==> src/rtl/serial_comparator.sv <==
// Bit-serial unsigned magnitude/equality comparator. Operands arrive MSB first;
// the first differing bit pair decides the result, which is registered with a done strobe.
module serial_comparator #(
    parameter int unsigned WIDTH = 8,
    localparam int unsigned CntW = $clog2(WIDTH + 1)
) (
    input  logic            clk,
    input  logic            rst_n,
    input  logic            start,
    input  logic            bit_valid,
    input  logic            a_bit,
    input  logic            b_bit,
    output logic            busy,
    output logic            done,
    output logic            equals,
    output logic            greater,
    output logic            less,
    output logic [CntW-1:0] bit_count
);

    typedef enum logic [1:0] {
        StIdle,
        StShift,
        StDone
    } state_e;

    state_e            state_q, state_d;
    logic [CntW-1:0]   cnt_q, cnt_d;
    logic              decided_q, decided_d;
    logic              gt_q, gt_d;
    logic              lt_q, lt_d;
    logic              equals_q, equals_d;
    logic              greater_q, greater_d;
    logic              less_q, less_d;
    logic              done_q, done_d;
    logic              busy_q, busy_d;

    always_comb begin
        state_d   = state_q;
        cnt_d     = cnt_q;
        decided_d = decided_q;
        gt_d      = gt_q;
        lt_d      = lt_q;
        equals_d  = equals_q;
        greater_d = greater_q;
        less_d    = less_q;
        done_d    = 1'b0;
        busy_d    = busy_q;

        unique case (state_q)
            StIdle: begin
                if (start) begin
                    state_d   = StShift;
                    cnt_d     = '0;
                    decided_d = 1'b0;
                    gt_d      = 1'b0;
                    lt_d      = 1'b0;
                    equals_d  = 1'b0;
                    greater_d = 1'b0;
                    less_d    = 1'b0;
                    busy_d    = 1'b1;
                end
            end
            StShift: begin
                if (bit_valid) begin
                    cnt_d = cnt_q + CntW'(1);
                    if (!decided_q && (a_bit != b_bit)) begin
                        decided_d = 1'b1;
                        gt_d      = a_bit;
                        lt_d      = b_bit;
                    end
                    // Results load from the updated flags so the last bit pair still counts.
                    if (cnt_q == CntW'(WIDTH - 1)) begin
                        state_d   = StDone;
                        done_d    = 1'b1;
                        equals_d  = !gt_d && !lt_d;
                        greater_d = gt_d;
                        less_d    = lt_d;
                    end
                end
            end
            StDone: begin
                state_d = StIdle;
                busy_d  = 1'b0;
            end
            default: begin
                state_d = StIdle;
                busy_d  = 1'b0;
            end
        endcase
    end

    always_ff @(posedge clk or negedge rst_n) begin
        if (!rst_n) begin
            state_q   <= StIdle;
            cnt_q     <= '0;
            decided_q <= 1'b0;
            gt_q      <= 1'b0;
            lt_q      <= 1'b0;
            equals_q  <= 1'b0;
            greater_q <= 1'b0;
            less_q    <= 1'b0;
            done_q    <= 1'b0;
            busy_q    <= 1'b0;
        end else begin
            state_q   <= state_d;
            cnt_q     <= cnt_d;
            decided_q <= decided_d;
            gt_q      <= gt_d;
            lt_q      <= lt_d;
            equals_q  <= equals_d;
            greater_q <= greater_d;
            less_q    <= less_d;
            done_q    <= done_d;
            busy_q    <= busy_d;
        end
    end

    assign busy      = busy_q;
    assign done      = done_q;
    assign equals    = equals_q;
    assign greater   = greater_q;
    assign less      = less_q;
    assign bit_count = cnt_q;

endmodule
==> config.mk <==
export PLATFORM = sky130hd
export DESIGN_NAME = serial_comparator
export DESIGN_NICKNAME = d
export VERILOG_FILES = /design/src/rtl/serial_comparator.sv
export SDC_FILE = /design/constraint.sdc
export NUM_CORES = 1
export LEC_CHECK = 0
export BUFFER_PORTS_ARGS = -buffer_cell sky130_fd_sc_hd__buf_2
export CAP_MARGIN = 0
export CORE_MARGIN = 2
export CORE_UTILIZATION = 50
export DETAILED_ROUTE_END_ITERATION = 8
export PLACE_DENSITY = 0.85
export SYNTH_ARGS = -nofsm -noshare
export SYNTH_HDL_FRONTEND = slang
export SYNTH_SLANG_ARGS = --single-unit
==> constraint.sdc <==
create_clock -name clk -period 1.5 [get_ports clk]
set_input_delay 0.075 -clock clk [delete_from_list [all_inputs] [get_ports clk]]
set_output_delay 0.075 -clock clk [all_outputs]
set_load 0.1 [all_outputs]
### Word level (Yosys, flattened, before mapping)

Index checks and enable logic that the tools add are counted.

| cells by class | value |
|---|---|
| add/subtract/negate cells | 1 |
| equal/unequal tests | 7 |
| mux-type cells | 35 |
| bitwise logic cells | 1 |
| reduce and logical (&&, ||, !) cells | 12 |

Operators by type and width:

| cell | count |
|---|---|
| two-way mux 1 bit | 21 |
| case mux 1 bit (2 select lines) | 7 |
| two-way mux 4 bit | 2 |
| inequality test 2 bit, second input constant | 4 |
| case mux 4 bit (2 select lines) | 1 |
| AND reduction 4 bit | 2 |
| two-way mux 2 bit | 3 |
| AND reduction 3 bit | 2 |
| adder 4 x 1 -> 4 bit, second input constant | 1 |
| == test 4 x 3 -> 1 bit, second input constant | 1 |
| case mux 2 bit (2 select lines) | 1 |
| zero test 1 bit | 3 |
| == test 2 x 1 -> 1 bit, second input constant | 1 |
| logical AND 1 bit | 2 |
| zero test 2 bit | 1 |
| AND reduction 2 bit | 1 |
| nonzero test 2 bit | 1 |
| inequality test 1 bit | 1 |
| NOT 1 bit | 1 |

| word-level totals | value |
|---|---|
| flip-flop bits (word level) | 14 |
| bits of input ports | 6 |
| output and inout port bits | 9 |
| logic and storage cells | 66 |

### Logic depth before layout (Yosys ltp)

Gate-level depths: netlist (run 1).

| logic depth | value |
|---|---|
| depth in word-level cells | 10 |
| depth in mapped cells | 5 |
| mapped depth without buffers | 5 |

### Least setup slack after synthesis (run 1)

Ideal clock, no wire load.

| timing path | value |
|---|---|
| kind | reg-to-reg |
| start | reg cnt_q[1], in the netlist bit_count[1] |
| end | reg greater_q, in the netlist greater |
| library setup time | 0.069 ns |
| data arrival time | 1.927 ns |
| required time | 1.431 ns |
| path slack | -0.496 ns |
| cell stages (with the launch flop) | 5 |
| path buffers | 0 |
| period minus slack after synthesis | 1.996 ns |
| path through | dfrtp_1 ha_1 nand4b_4 o41ai_2 a22o_1 |

| on the way | value |
|---|---|
| word-level cells in the longest chain between the ends | 3 |

RTL lines:

| element | RTL line | text |
|---|---|---|
| from (decl) | 28 | `logic [CntW-1:0] cnt_q, cnt_d;` |
| from (signal assigned) | 107 | `cnt_q <= cnt_d;` |
| == test 4 x 3 -> 1 bit | 73 | `if (cnt_q == CntW'(WIDTH - 1)) begin` |
| inequality test 2 bit (no source line) | n/a |  |
| AND reduction 4 bit (no source line) | n/a |  |
| to (signal assigned) | 112 | `greater_q <= greater_d;` |
| to (decl) | 33 | `logic greater_q, greater_d;` |

No other way between the ends.
A chain may end at the register's enable or synchronous reset.

### Worst setup path in the final report (run 1)

| timing path | value |
|---|---|
| start | reg cnt_q[0], in the netlist bit_count[0] |
| end | reg greater_q, in the netlist greater |

The elaborated chain is that of the path after synthesis.

==> results of run 1 <==
## registers in the layout (all words and copies together), names as in the netlist
signal	count
bit_count	4
state_q	2
busy	1
decided_q	1
done	1
equals	1
greater	1
gt_q	1
less	1
lt_q	1
## worst register-to-register path, stage by stage, from the launching register on
cell	delay (ps)
dfrtp_4	460
ha_4	160
nand4b_4	160
o41ai_2	370
a22o_1	170
## area by class of cell
class | count | area [sq um] | share of cell area, %
multi-input combinational | 58 | 368 | 41.7
inverter | 5 | 18.8 | 2.13
timing repair buffer | 15 | 80.1 | 9.08
tap | 15 | 18.8 | 2.13
sequential | 14 | 360 | 40.9
clock buffer | 4 | 36.3 | 4.11
## cells in the final DEF, fill, tap and decap left out, types with 3 or more instances in the layout
master,instances
a21oi_1,7
a22o_1,4
buf_2,14
clkbuf_4,3
dfrtp_1,10
inv_1,5
nand2_1,8
nor2_1,13
o21ai_0,7
## metrics by stage
step | util (%) | hold WS, ps
2_1_floorplan | - | -221
3_3_place_gp | 62.7 | -15.8
3_5_place_dp | 62.7 | -13.5
4_1_cts | 66.1 | 69.5
5_1_grt | 66.1 | 79.0
6_report | 66.1 | 80.6
## routing by layer
metal / up-vias / routed length, um
met5: - / 0
met4: 0 / 19
met3: 2 / 93
met2: 28 / 689
met1: 292 / 711
li1: 309 / -
## path summary, 6_finish.rpt
check	startpoint	to	slack (ps)	depth (start not counted)
max	bit_count[0]$_DFFE_PN0P_	greater$_DFFE_PN0P_	140	4
min	start	busy$_DFFE_PN0P_	80	3
max reg2reg	bit_count[0]$_DFFE_PN0P_	greater$_DFFE_PN0P_	140	4
min reg2reg	busy$_DFFE_PN0P_	busy$_DFFE_PN0P_	520	2
max in group asynchronous	rst_n	bit_count[1]$_DFFE_PN0P_	1030	2
min in group asynchronous	rst_n	gt_q$_DFFE_PN0P_	200	2
## kinds of logic (layout without fill, tap and decap cells)
kind of cell               after synthesis  count (layout)  synth area share, %
and+or+nand+nor                         31              31                 21.4
AOI/OAI and AO/OA                       23              23                 21.1
DFF                                     14              14                 47.5
buffers and inverters                    7              24                 4.24
muxes                                    2               2                 2.89
adders and majority gates                1               1                 1.70
xor gates and xnor gates                 1               1                 1.19
==> flow_metrics.py, run 1 <==
metrics = {
    "clock_tree": {
        "holdBufCountCts": 1,
        "clock_sinks": 14,
        "cts_resized": 0,
        "clk_latency_ps": 290,
        "clockBufferDepth": 2,
        "cts_tree": "done",
        "clk_pin_slew_ps": 90,
        "cts_buffers": 3,
        "post_cts_buffers": 0,
        "cts_root_buf": "clkbuf_4",
        "cts_max_level": 1,
    },
    "placement": {
        "dp_hpwl_mm": 1.07,
        "dp_cells": 106,
        "portBuffers": 14,
        "dpl_worst_slack_ps": 165,
        "place_area_sq_um": 836,
        "routabilityCongestion": 0.810,
    },
    "layout": {
        "antenna_cells": 0,
        "area_growth_syn_to_layout_pct": 19.7,
        "nets": 104,
        "final_cells": 111,
        "design_area_sq_um": 882,
        "layout-drive-gt1-share_pct": 28.1,
        "fillers": 114,
    },
    "die": {
        "core-area_sq_mm": 0.00133,
        "die_y_um": 42.4,
        "dieArea_sq_mm": 0.00180,
        "initial_core_util_pct": 55.3,
        "ioPinCount": 15,
        "rows": 13,
        "fp.dieW_um": 42.4,
    },
    "route": {
        "post_drt_wl_per_cell_um": 13.6,
        "drt_wl_total_mm": 1.51,
        "drc_errors": 0,
        "drtAntennaViolNets": 0,
        "vias": 631,
        "first_pass_iters": 4,
        "via_per_inst": 5.68,
        "drt_iter0_drc": 34,
    },
    "setup_path": {
        "cp-end-kind": "register",
        "max_stage_delay_ps": 460,
        "worstPathArrival_ps": 1590,
        "crit_required_ps": 1730,
        "slowest_stage": "dfrtp_4",
        "critPathMaxFanout": 7,
        "cp_top_family": "compound AO/OA/AOI/OAI gates",
        "cp_num_buf_inv": 0,
        "crit_type": "reg2reg",
        "critPathLaunchType": "register",
        "path_cells": "ha_4 > nand4b_4 > o41ai_2 > a22o_1",
    },
    "timing": {
        "setup_violations": 0,
        "max_slew.worst_pin.slew_ps": 490,
        "finalCritPeriodShare_pct": 91.0,
        "finalClockSkew_ps": 1.60,
        "slew_viol_final": 0,
        "fmax_mhz": 733,
        "min_period_ps": 1360,
        "tns_ps": 0,
        "rsz0062_at_grt": "false",
        "maxSlewHeadroom_pct": 67.5,
        "hold_violations": 0,
        "setup_ws_ps": 135,
    },
    "grt": {
        "use_met1_pct": 26.0,
        "grt_first_pass_wirelength_mm": 2.51,
        "use_met3_pct": 5.17,
        "gr-total-overflow": 0,
        "grt_pass1_vias": 555,
        "antenna_found_initial": 0,
        "met2_usage_pct": 27.4,
        "grt_max_degree": 15,
        "grt_use_total_pct": 19.3,
        "top_usage_layer": "met2",
    },
    "synthesis": {
        "synth_top_cell_by_area": "dfrtp_1",
        "async_flop_share_pct": 100,
        "synth_area_leaders": "dfrtp_1, nor2_1, a21oi_1, a22o_1, o21ai_0",
        "netlist_top_cells_count": "dfrtp_1, nor2_1, nand2_1",
        "synthCells": 79,
        "yosysMostFrequentCell": "dfrtp_1",
        "synth_seq_cells": 14,
        "yosysWarnings": 0,
        "synth_top_area_share_pct": 47.5,
        "synth_cell_types": 26,
        "syn_area_per_cell_sq_um": 9.33,
        "syn_area_sq_um": 737,
        "synth_flop_cell": "dfrtp_1",
        "synth-edff-count": 0,
        "ys_seq_area_share_pct": 47.5,
        "synth_nets": 86,
    },
    "min_path": {
        "hp-class": "in2reg",
    },
    "outcome": {
        "status": "completed",
    },
    "run": {
        "drv_cap": 0,
    },
}
Power of run 1 is left out: the tool's default activity adds up to more than one toggle a clock period on the data nets, which glitch-free logic cannot reach.
==> run 2, diff against run 1 <==
MAX_ROUTING_LAYER = met4   (was unset)
==> run 2 against run 1 <==
Worst hold slack about the same. Global-route usage is 0.53 points higher. Via count is 0.16% higher. Critical endpoint unchanged.
==> flow_metrics.py, run 2 (synthesis gave the netlist of run 1 again) <==
metrics = {
    "outcome": {
        "status": "completed",
    },
    "layout": {
        "regArea_sq_um": 360,
        "multi_input_area_sq_um": 368,
        "area_growth_syn_to_layout_pct": 19.7,
        "nets": 104,
        "design_area_sq_um": 882,
        "mostFrequentLayoutCells": "buf_2, nor2_1, dfrtp_1",
        "largest_reg_flops": 4,
        "antenna_cells": 0,
        "fillers": 114,
        "layout-drive-gt1-share_pct": 28.1,
        "final_common_cell": "buf_2",
    },
    "clock_tree": {
        "cts_root_buf": "clkbuf_4",
        "post_cts_buffers": 0,
        "cts_max_level": 1,
        "clock_sinks": 14,
        "cts_tree": "done",
        "clockBufferDepth": 2,
        "clk_pin_slew_ps": 90,
        "cts_buffers": 3,
        "clk_latency_ps": 290,
    },
    "setup_path": {
        "max_stage_delay_ps": 460,
        "critPathLaunchType": "register",
        "crit_start": "bit_count[0]$_DFFE_PN0P_",
        "ff2ff_path_depth": 4,
        "rr_startpoint": "bit_count[0]$_DFFE_PN0P_",
        "critPathMaxFanout": 7,
        "crit_required_ps": 1730,
        "cp-end-kind": "register",
        "slowest_stage": "dfrtp_4",
        "path_cells": "ha_4 > nand4b_4 > o41ai_2 > a22o_1",
        "worstPathArrival_ps": 1580,
        "crit_type": "reg2reg",
    },
    "placement": {
        "portBuffers": 14,
        "place_area_sq_um": 836,
        "dp_hpwl_mm": 1.07,
        "routabilityCongestion": 0.821,
    },
    "route": {
        "via_per_inst": 5.69,
        "drt_wl_total_mm": 1.51,
        "drc_errors": 0,
        "post_drt_wl_per_cell_um": 13.6,
        "vias": 632,
        "drtAntennaViolNets": 0,
        "first_pass_iters": 4,
        "drt_iter0_drc": 24,
    },
    "timing": {
        "slew_viol_final": 0,
        "finalCritPeriodShare_pct": 89.9,
        "rsz0062_at_grt": "false",
        "max_slew.worst_pin.slew_ps": 491,
        "holdWs_ps": 80.8,
        "tns_ps": 0,
        "min_period_ps": 1350,
        "setup_violations": 0,
        "hold_violations": 0,
        "fmax_mhz": 741,
        "maxSlewHeadroom_pct": 67.5,
        "finalClockSkew_ps": 2.43,
    },
    "grt": {
        "gr-total-overflow": 0,
        "grt_use_total_pct": 19.8,
        "grt_max_degree": 15,
        "antenna_found_initial": 0,
        "grt_first_pass_wirelength_mm": 2.52,
        "grt_pass1_vias": 554,
    },
    "die": {
        "core-area_sq_mm": 0.00133,
        "die_y_um": 42.4,
        "initial_core_util_pct": 55.3,
        "rows": 13,
        "ioPinCount": 15,
        "dieArea_sq_mm": 0.00180,
        "fp.dieW_um": 42.4,
    },
    "run": {
        "drv_cap": 0,
    },
    "min_path": {
        "hp-class": "in2reg",
        "whs_path_depth": 3,
        "min_from": "start",
    },
}
[run 2: cell counts in the layout (fill, tap and decap cells not counted)]
Identical to the previous run, type by type.
[run 2: final cells by class]
cell class / count / share of cell area [%]
timing repair buffer: 15 / 9.08
multi-input combinational: 58 / 41.7
sequential: 14 / 40.9
tap: 15 / 2.13
clock buffer: 4 / 4.11
inverter: 5 / 2.13
[run 2: path summary, 6_finish.rpt]
| check | to | slack [ps] |
|---|---|---|
| setup / recovery | greater$_DFFE_PN0P_ | 150 |
| hold / removal | busy$_DFFE_PN0P_ | 80 |
| setup reg to reg | greater$_DFFE_PN0P_ | 150 |
| hold reg to reg | busy$_DFFE_PN0P_ | 520 |
| max in group asynchronous | bit_count[1]$_DFFE_PN0P_ | 1040 |
| min in group asynchronous | gt_q$_DFFE_PN0P_ | 200 |
[run 2: timing repair]
item,4_1_cts,5_1_grt
gates resized for setup,0,0
hold endpoints to repair,14,0
hold buffers,1,0
[run 2: routing by layer]
metal	vias to the layer above	global-route usage (%)	wire length, um
li1	310	-	-
met1	287	26.0	688
met2	30	27.4	663
met3	5	5.17	110
met4	0	11.3	42
met5	-	-	0
[run 2: critical path: cells and delay by family, from the launching register on]
family                   cells  cell delay (ps)
AO/OA/AOI/OAI                2              530
flip-flops                   1              460
adder cells (fa/ha/maj)      1              160
AND/OR/NAND/NOR              1              150
[run 2: through the flow]
step	instances	worst slack (ps)	util, %
after global placement	106	241	62.7
final	111	151	66.1
after floorplan	79	7.51	-
after CTS	111	161	66.1
after detailed placement	106	165	62.7
after global routing	111	62.9	66.1
Power of run 2 is left out for the same reason.
